==> src/rtl/mcpu_pkg.sv <==
// rtl/mcpu_pkg.sv - state, opcode/funct, ALU and select encodings for the multi-cycle control unit
package mcpu_pkg;

  typedef enum logic [3:0] {
    S_IF = 4'd0,
    S_ID = 4'd1,
    S_MA = 4'd2,
    S_MR = 4'd3,
    S_LW = 4'd4,
    S_MW = 4'd5,
    S_RX = 4'd6,
    S_RW = 4'd7,
    S_BR = 4'd8,
    S_JP = 4'd9,
    S_IX = 4'd10,
    S_IW = 4'd11,
    S_LU = 4'd12,
    S_JR = 4'd13
  } state_t;

  localparam logic [5:0] OP_RTYPE = 6'b000000;
  localparam logic [5:0] OP_J     = 6'b000010;
  localparam logic [5:0] OP_JAL   = 6'b000011;
  localparam logic [5:0] OP_BEQ   = 6'b000100;
  localparam logic [5:0] OP_BNE   = 6'b000101;
  localparam logic [5:0] OP_ADDI  = 6'b001000;
  localparam logic [5:0] OP_SLTI  = 6'b001010;
  localparam logic [5:0] OP_ANDI  = 6'b001100;
  localparam logic [5:0] OP_ORI   = 6'b001101;
  localparam logic [5:0] OP_XORI  = 6'b001110;
  localparam logic [5:0] OP_LUI   = 6'b001111;
  localparam logic [5:0] OP_LW    = 6'b100011;
  localparam logic [5:0] OP_SW    = 6'b101011;

  localparam logic [5:0] FN_JR    = 6'b001000;
  localparam logic [5:0] FN_ADD   = 6'b100000;
  localparam logic [5:0] FN_ADDU  = 6'b100001;
  localparam logic [5:0] FN_SUB   = 6'b100010;
  localparam logic [5:0] FN_SUBU  = 6'b100011;
  localparam logic [5:0] FN_AND   = 6'b100100;
  localparam logic [5:0] FN_OR    = 6'b100101;
  localparam logic [5:0] FN_XOR   = 6'b100110;
  localparam logic [5:0] FN_NOR   = 6'b100111;
  localparam logic [5:0] FN_SLT   = 6'b101010;

  localparam logic [2:0] ALU_AND = 3'b000;
  localparam logic [2:0] ALU_OR  = 3'b001;
  localparam logic [2:0] ALU_ADD = 3'b010;
  localparam logic [2:0] ALU_XOR = 3'b011;
  localparam logic [2:0] ALU_NOR = 3'b100;
  localparam logic [2:0] ALU_SUB = 3'b110;
  localparam logic [2:0] ALU_SLT = 3'b111;

  localparam logic [1:0] DST_RT  = 2'b00;
  localparam logic [1:0] DST_RD  = 2'b01;
  localparam logic [1:0] DST_RA  = 2'b10;

  localparam logic [1:0] M2R_ALU = 2'b00;
  localparam logic [1:0] M2R_MDR = 2'b01;
  localparam logic [1:0] M2R_LUI = 2'b10;
  localparam logic [1:0] M2R_PC  = 2'b11;

  localparam logic [1:0] SRCB_B    = 2'b00;
  localparam logic [1:0] SRCB_4    = 2'b01;
  localparam logic [1:0] SRCB_EXT  = 2'b10;
  localparam logic [1:0] SRCB_BOFF = 2'b11;

  localparam logic [1:0] PCS_ALU    = 2'b00;
  localparam logic [1:0] PCS_ALUOUT = 2'b01;
  localparam logic [1:0] PCS_JUMP   = 2'b10;
  localparam logic [1:0] PCS_REG    = 2'b11;

  // ALU operation for the immediate-class instructions handled in IX
  function automatic logic [2:0] imm_alu(input logic [5:0] op);
    case (op)
      OP_ANDI: imm_alu = ALU_AND;
      OP_ORI:  imm_alu = ALU_OR;
      OP_XORI: imm_alu = ALU_XOR;
      OP_SLTI: imm_alu = ALU_SLT;
      default: imm_alu = ALU_ADD;
    endcase
  endfunction

endpackage

==> src/rtl/mcpu_ctrl_if.sv <==
// rtl/mcpu_ctrl_if.sv - control unit <-> datapath signal bundle
interface mcpu_ctrl_if;
  import mcpu_pkg::*;

  logic [5:0] opcode;
  logic [5:0] funct;
  logic       zero;
  logic       MIO_ready;
  logic       PC_wr;
  logic       IR_wr;
  logic       RegWrite;
  logic [1:0] RegDst;
  logic [1:0] MemtoReg;
  logic       ALUSrcA;
  logic [1:0] ALUSrcB;
  logic       ext_zero;
  logic [1:0] PCSource;
  logic [2:0] ALU_Control;
  logic       mem_w;
  logic       CPU_MIO;
  logic       illegal;
  logic [3:0] state_out;

  // Controller side
  modport master (
    input  opcode, funct, zero, MIO_ready,
    output PC_wr, IR_wr, RegWrite, RegDst, MemtoReg, ALUSrcA, ALUSrcB,
           ext_zero, PCSource, ALU_Control, mem_w, CPU_MIO, illegal, state_out
  );

  // Datapath side
  modport slave (
    output opcode, funct, zero, MIO_ready,
    input  PC_wr, IR_wr, RegWrite, RegDst, MemtoReg, ALUSrcA, ALUSrcB,
           ext_zero, PCSource, ALU_Control, mem_w, CPU_MIO, illegal, state_out
  );

endinterface

==> src/rtl/mcpu_alu_dec.sv <==
// rtl/mcpu_alu_dec.sv - R-type funct to ALU_Control decode with legal-funct flag
module mcpu_alu_dec
  import mcpu_pkg::*;
(
  input  logic [5:0] funct,
  output logic [2:0] alu_ctrl,
  output logic       legal
);

  // jr is legal but never reaches RX, so its ALU code is irrelevant
  always_comb begin
    alu_ctrl = ALU_ADD;
    legal    = 1'b1;
    case (funct)
      FN_ADD, FN_ADDU: alu_ctrl = ALU_ADD;
      FN_SUB, FN_SUBU: alu_ctrl = ALU_SUB;
      FN_AND:          alu_ctrl = ALU_AND;
      FN_OR:           alu_ctrl = ALU_OR;
      FN_XOR:          alu_ctrl = ALU_XOR;
      FN_NOR:          alu_ctrl = ALU_NOR;
      FN_SLT:          alu_ctrl = ALU_SLT;
      FN_JR:           alu_ctrl = ALU_ADD;
      default:         legal    = 1'b0;
    endcase
  end

endmodule

==> src/rtl/mcpu_ctrl.sv <==
// rtl/mcpu_ctrl.sv - multi-cycle MIPS control FSM driving the datapath selects and write enables
module mcpu_ctrl
  import mcpu_pkg::*;
(
  input  logic          clk,
  input  logic          reset,
  mcpu_ctrl_if.master   bus
);

  state_t     state;
  state_t     next;
  logic [2:0] r_alu;
  logic       r_legal;

  logic       pc_wr, ir_wr, reg_write, mem_w, cpu_mio, illegal;
  logic       alu_src_a, ext_zero;
  logic [1:0] reg_dst, mem_to_reg, alu_src_b, pc_source;
  logic [2:0] alu_control;

  mcpu_alu_dec u_alu_dec (
    .funct    (bus.funct),
    .alu_ctrl (r_alu),
    .legal    (r_legal)
  );

  // State register; reset drops straight back to instruction fetch
  always_ff @(posedge clk or posedge reset) begin
    if (reset) state <= S_IF;
    else       state <= next;
  end

  // Next-state dispatch and per-state datapath control
  always_comb begin
    next        = S_IF;
    pc_wr       = 1'b0;
    ir_wr       = 1'b0;
    reg_write   = 1'b0;
    mem_w       = 1'b0;
    cpu_mio     = 1'b0;
    illegal     = 1'b0;
    alu_src_a   = 1'b0;
    ext_zero    = 1'b0;
    reg_dst     = DST_RT;
    mem_to_reg  = M2R_ALU;
    alu_src_b   = SRCB_B;
    pc_source   = PCS_ALU;
    alu_control = ALU_AND;
    case (state)
      S_IF: begin
        alu_src_b   = SRCB_4;
        alu_control = ALU_ADD;
        ir_wr       = 1'b1;
        pc_wr       = 1'b1;
        next        = S_ID;
      end
      S_ID: begin
        // Branch target is computed here speculatively into ALUOut
        alu_src_b   = SRCB_BOFF;
        alu_control = ALU_ADD;
        case (bus.opcode)
          OP_LW, OP_SW:   next = S_MA;
          OP_RTYPE: begin
            if (!r_legal)                  illegal = 1'b1;
            else if (bus.funct == FN_JR)   next = S_JR;
            else                           next = S_RX;
          end
          OP_BEQ, OP_BNE: next = S_BR;
          OP_J, OP_JAL:   next = S_JP;
          OP_ADDI, OP_ANDI, OP_ORI, OP_XORI, OP_SLTI: next = S_IX;
          OP_LUI:         next = S_LU;
          default:        illegal = 1'b1;
        endcase
      end
      S_MA: begin
        alu_src_a   = 1'b1;
        alu_src_b   = SRCB_EXT;
        alu_control = ALU_ADD;
        next        = (bus.opcode == OP_LW) ? S_MR : S_MW;
      end
      S_MR: begin
        cpu_mio = 1'b1;
        next    = bus.MIO_ready ? S_LW : S_MR;
      end
      S_LW: begin
        reg_write  = 1'b1;
        reg_dst    = DST_RT;
        mem_to_reg = M2R_MDR;
      end
      S_MW: begin
        cpu_mio = 1'b1;
        mem_w   = 1'b1;
        next    = bus.MIO_ready ? S_IF : S_MW;
      end
      S_RX: begin
        alu_src_a   = 1'b1;
        alu_src_b   = SRCB_B;
        alu_control = r_alu;
        next        = S_RW;
      end
      S_RW: begin
        reg_write  = 1'b1;
        reg_dst    = DST_RD;
        mem_to_reg = M2R_ALU;
      end
      S_BR: begin
        alu_src_a   = 1'b1;
        alu_src_b   = SRCB_B;
        alu_control = ALU_SUB;
        pc_source   = PCS_ALUOUT;
        pc_wr       = (bus.opcode == OP_BEQ) ? bus.zero : ~bus.zero;
      end
      S_JP: begin
        pc_source = PCS_JUMP;
        pc_wr     = 1'b1;
        if (bus.opcode == OP_JAL) begin
          reg_write  = 1'b1;
          reg_dst    = DST_RA;
          mem_to_reg = M2R_PC;
        end
      end
      S_IX: begin
        alu_src_a   = 1'b1;
        alu_src_b   = SRCB_EXT;
        ext_zero    = (bus.opcode == OP_ANDI) || (bus.opcode == OP_ORI) ||
                      (bus.opcode == OP_XORI);
        alu_control = imm_alu(bus.opcode);
        next        = S_IW;
      end
      S_IW: begin
        reg_write  = 1'b1;
        reg_dst    = DST_RT;
        mem_to_reg = M2R_ALU;
      end
      S_LU: begin
        reg_write  = 1'b1;
        reg_dst    = DST_RT;
        mem_to_reg = M2R_LUI;
      end
      S_JR: begin
        pc_source = PCS_REG;
        pc_wr     = 1'b1;
      end
      default: next = S_IF;
    endcase
  end

  // Write enables and the memory strobe are suppressed while reset is held
  assign bus.PC_wr       = pc_wr     & ~reset;
  assign bus.IR_wr       = ir_wr     & ~reset;
  assign bus.RegWrite    = reg_write & ~reset;
  assign bus.mem_w       = mem_w     & ~reset;
  assign bus.CPU_MIO     = cpu_mio   & ~reset;
  assign bus.illegal     = illegal;
  assign bus.RegDst      = reg_dst;
  assign bus.MemtoReg    = mem_to_reg;
  assign bus.ALUSrcA     = alu_src_a;
  assign bus.ALUSrcB     = alu_src_b;
  assign bus.ext_zero    = ext_zero;
  assign bus.PCSource    = pc_source;
  assign bus.ALU_Control = alu_control;
  assign bus.state_out   = state;

endmodule

==> src/flat_wrapper.sv <==
// flat-port wrapper written by rule: the top's interface ports become plain ports
module mcpu_ctrl_flat import mcpu_pkg::*;
  (clk, reset, bus_opcode, bus_funct, bus_zero, bus_MIO_ready, bus_PC_wr, bus_IR_wr, bus_RegWrite, bus_RegDst, bus_MemtoReg, bus_ALUSrcA, bus_ALUSrcB, bus_ext_zero, bus_PCSource, bus_ALU_Control, bus_mem_w, bus_CPU_MIO, bus_illegal, bus_state_out);
  mcpu_ctrl_if bus_i ();
  input  logic clk;
  input  logic reset;
  input wire logic [$bits(bus_i.opcode)-1:0] bus_opcode;
  input wire logic [$bits(bus_i.funct)-1:0] bus_funct;
  input wire logic [$bits(bus_i.zero)-1:0] bus_zero;
  input wire logic [$bits(bus_i.MIO_ready)-1:0] bus_MIO_ready;
  output wire logic [$bits(bus_i.PC_wr)-1:0] bus_PC_wr;
  output wire logic [$bits(bus_i.IR_wr)-1:0] bus_IR_wr;
  output wire logic [$bits(bus_i.RegWrite)-1:0] bus_RegWrite;
  output wire logic [$bits(bus_i.RegDst)-1:0] bus_RegDst;
  output wire logic [$bits(bus_i.MemtoReg)-1:0] bus_MemtoReg;
  output wire logic [$bits(bus_i.ALUSrcA)-1:0] bus_ALUSrcA;
  output wire logic [$bits(bus_i.ALUSrcB)-1:0] bus_ALUSrcB;
  output wire logic [$bits(bus_i.ext_zero)-1:0] bus_ext_zero;
  output wire logic [$bits(bus_i.PCSource)-1:0] bus_PCSource;
  output wire logic [$bits(bus_i.ALU_Control)-1:0] bus_ALU_Control;
  output wire logic [$bits(bus_i.mem_w)-1:0] bus_mem_w;
  output wire logic [$bits(bus_i.CPU_MIO)-1:0] bus_CPU_MIO;
  output wire logic [$bits(bus_i.illegal)-1:0] bus_illegal;
  output wire logic [$bits(bus_i.state_out)-1:0] bus_state_out;
  assign bus_i.opcode = bus_opcode;
  assign bus_i.funct = bus_funct;
  assign bus_i.zero = bus_zero;
  assign bus_i.MIO_ready = bus_MIO_ready;
  assign bus_PC_wr = bus_i.PC_wr;
  assign bus_IR_wr = bus_i.IR_wr;
  assign bus_RegWrite = bus_i.RegWrite;
  assign bus_RegDst = bus_i.RegDst;
  assign bus_MemtoReg = bus_i.MemtoReg;
  assign bus_ALUSrcA = bus_i.ALUSrcA;
  assign bus_ALUSrcB = bus_i.ALUSrcB;
  assign bus_ext_zero = bus_i.ext_zero;
  assign bus_PCSource = bus_i.PCSource;
  assign bus_ALU_Control = bus_i.ALU_Control;
  assign bus_mem_w = bus_i.mem_w;
  assign bus_CPU_MIO = bus_i.CPU_MIO;
  assign bus_illegal = bus_i.illegal;
  assign bus_state_out = bus_i.state_out;
  mcpu_ctrl u_core (.clk(clk), .reset(reset), .bus(bus_i));
endmodule
==> config.mk <==
export PLATFORM = sky130hd
export DESIGN_NAME = mcpu_ctrl_flat
export DESIGN_NICKNAME = d
export VERILOG_FILES = /design/src/rtl/mcpu_pkg.sv /design/src/rtl/mcpu_ctrl_if.sv /design/src/rtl/mcpu_alu_dec.sv /design/src/rtl/mcpu_ctrl.sv /design/src/flat_wrapper.sv
export SDC_FILE = /design/constraint.sdc
export NUM_CORES = 1
export LEC_CHECK = 0
export CAP_MARGIN = 0
export CORE_UTILIZATION = 45
export CTS_CLUSTER_DIAMETER = 150
export DETAILED_ROUTE_END_ITERATION = 10
export PLACE_DENSITY_LB_ADDON = 0.2
export SYNTH_ARGS = -nofsm -noshare
export SYNTH_HDL_FRONTEND = slang
export SYNTH_SLANG_ARGS = --single-unit
==> constraint.sdc <==
create_clock -name clk -period 3.07 [get_ports clk]
set_input_delay 0.4605 -clock clk [delete_from_list [all_inputs] [get_ports clk]]
set_output_delay 0.4605 -clock clk [all_outputs]
set_load 0.05 [all_outputs]
==> flow_metrics.tcl <==
set metrics [dict create \
    cp_slowest_cell "clkdlybuf4s50_1" \
    clock-sinks 4 \
    cts-resized-gates 0 \
    synthArstFlopShare 1.00 \
    finalPower_mw 0.922 \
    place_ws_ps 290 \
    hold_viol_final 0 \
    leakage_nw 0.529 \
    die_h_um 46.7 \
    synthMuxAreaShare 0 \
    crit_top_cell "nor2_1" \
    max_freq_mhz 354 \
    grt-ovfl-total 0 \
    synth-edff-count 0 \
    largest_reg_flops 4 \
    synth_xor_area_frac 0.0486 \
    ir_worst_vdd_mv 0.413 \
    clk_path_buf_depth 2 \
    cts_made_buffers 3 \
    seqCellArea_um2 100 \
    fin_util 0.783 \
    tns_ps 0 \
    grt_max_degree 18 \
    status "completed" \
    synthesis.area_um2 901 \
    diodes 0 \
    power_frac_comb 0.801 \
    critPathMaxFanout 10 \
    required_ps 2610 \
    ys_seq_area_frac 0.111 \
    internal_power_mw 0.403 \
    core_area_um2 1800 \
    synth_top_family_by_area "simple AND/OR/NAND/NOR gates" \
    die_w_um 46.7 \
    wl_per_cell_um 15.5 \
    ys_types 45 \
    ant_nets 0 \
    clkTransAtPathRegs_ps 40 \
    tightest_slew_ps 498 \
    drt_iter0_drc 39 \
    dieArea_um2 2180 \
    power_frac_seq 0.125 \
    num_vias 1236 \
    fin_skew_ps 2.70 \
    arrival_ps 2360 \
    synth-seq-cells 4 \
    final_nets 190 \
    yosys.area.top_type "dfrtp_1" \
    rsz0062_at_grt "false" \
    worst_setup_path_end_kind "output pin" \
    synth-warning-count 0 \
    multiInputGateArea_um2 733 \
    clkPwrFrac 0.074 \
    synth.top_cells.by_count "nor2_1 (15), a21oi_1 (9), nand2b_1 (9)" \
    crit_chain "clkinv_1 -> nor2_1 -> nor2_1 -> nor2_1 -> clkdlybuf4s50_1" \
    synth_top_area_share 0.111 \
    ioPinCount 39 \
    synth_ff_type "dfrtp_1" \
    max-slew-margin-rel 0.659 \
    p_sw_frac 0.563 \
    p_sw_mw 0.519 \
    area_delta_synth_final_pct 56.5 \
    cts_tree "done" \
    globalplace.congestion 0.924 \
    drt_wl_total_um 3050 \
    cts_root_buffer "clkbuf_4" \
    antenna_found_initial 0 \
    via_per_inst 6.27 \
    fin_area_um2 1410 \
    hold_path.class "in -> async" \
    synthSimpleGateAreaFrac 0.433 \
    placed_area_um2 1390 \
    h-tree-depth 1 \
    hpwl_um 2410 \
    drcViolationCount 0 \
    rows 15 \
    dr.pass1.iters 4 \
    period_minus_slack_ps 2820 \
    fin_crit_sh 0.920 \
    layout_setup_ws_ps 245 \
    synth_fa_ha_area_frac 0 \
    synth-compound-area-share 0.313 \
    slew_violations 0 \
    critPathMaxStageDelay_ps 810 \
    grt_pass1_vias 1096 \
    stdcell_count 197 \
    yosysMostFrequentCell "nor2_1" \
    ys_top_cells_by_area "dfrtp_1 (11%), nand2b_1 (6.3%), nor2_1 (6.3%), a21oi_1 (5.0%), xnor2_1 (4.9%)" \
    max_cap_viol_count 0 \
    clkLatencyLatePin_ps 240 \
    globalRouteTotalUtil 0.312 \
    critical_path_class "reg -> out" \
    n_fill_cell 138 \
    p_per_area_nw_per_um2 654 \
    avgSynthCellArea_um2 6.53 \
    start_util 0.500 \
    numPortBuffers 38 \
    grt_pass1_wl_um 4870 \
    finalHoldWorstSlack_ps 557 \
    layout-drive-gt1-share 0.134 \
    finalSetupViolCount 0 \
    dp.cells 194 \
    hold_buffers 0 \
    start_kind "flip-flop" \
    syn_nets 154 \
    synthCells 138 \
    post-cts-setup-buffers 0 \
]
-- worst max-delay path, delay by kind of cell (launching register included) --
family	cells	cell delay, ps
buffers and inverters	2	1130
DFF	1	500
and+or+nand+nor	3	490
-- cell type report --
type,instances,share of cell area
multi-input cells,114,0.520
flip-flops and latches,4,0.0710
repair buffers,43,0.350
inverters,8,0.0213
well taps,25,0.0222
clock buffers,3,0.0160
-- placed cells by master (no fill, tap or decap), types with 4 or more instances in the layout --
master / synthesis / routed
a21oi_1: 9 / 9
inv_1: 7 / 7
nor2_1: 15 / 15
nand2b_1: 9 / 9
xnor2_1: 5 / 5
buf_4: 0 / 7
nor2b_1: 4 / 4
nand2_1: 8 / 8
buf_12: 0 / 8
o21ai_0: 6 / 6
nor3_1: 7 / 6
and3_1: 4 / 4
clkdlybuf4s50_1: 0 / 28
dfrtp_1: 4 / 4
-- routing by layer --
| layer | GRT usage | vias up | routed length, um |
|---|---|---|---|
| met3 | 0.0615 | 7 | 223 |
| met4 | 0.109 | 0 | 46 |
| met5 | 0 | - | 0 |
| met1 | 0.386 | 564 | 1190 |
| met2 | 0.539 | 72 | 1590 |
| li1 | - | 593 | - |
-- final timing paths --
| kind | cells after the start | start | slack (ps) | end |
|---|---|---|---|---|
| max | 5 | u_core.bus.state_out[1]$_DFF_PP0_ | 250 | bus_ALUSrcB[1] |
| min | 2 | reset | 560 | u_core.bus.state_out[1]$_DFF_PP0_ |
| max reg2reg | 5 | u_core.bus.state_out[2]$_DFF_PP0_ | 1070 | u_core.bus.state_out[0]$_DFF_PP0_ |
| min reg2reg | 2 | u_core.bus.state_out[1]$_DFF_PP0_ | 870 | u_core.bus.state_out[1]$_DFF_PP0_ |
| max in group asynchronous | 2 | reset | 2340 | u_core.bus.state_out[3]$_DFF_PP0_ |
| min in group clk | 2 | u_core.bus.state_out[1]$_DFF_PP0_ | 870 | u_core.bus.state_out[1]$_DFF_PP0_ |
-- power by group through the flow --
stage / sequential, mW / clock (mW) / combinational, mW
after floorplan: 0.127 / 0 / 0.459
after global placement: 0.113 / 0 / 0.721
after detailed placement: 0.114 / 0 / 0.733
after CTS: 0.114 / 0.0694 / 0.736
after global routing: 0.123 / 0.0702 / 0.775
final: 0.115 / 0.0683 / 0.738
-- logic make-up (layout without fill, tap and decap cells) --
logic type / after synthesis / in the layout
xor+xnor: 5 / 5
flops: 4 / 4
buf+inv: 20 / 54
simple gates: 69 / 69
compound gates: 40 / 40
Power figures use the tool's default switching activity.
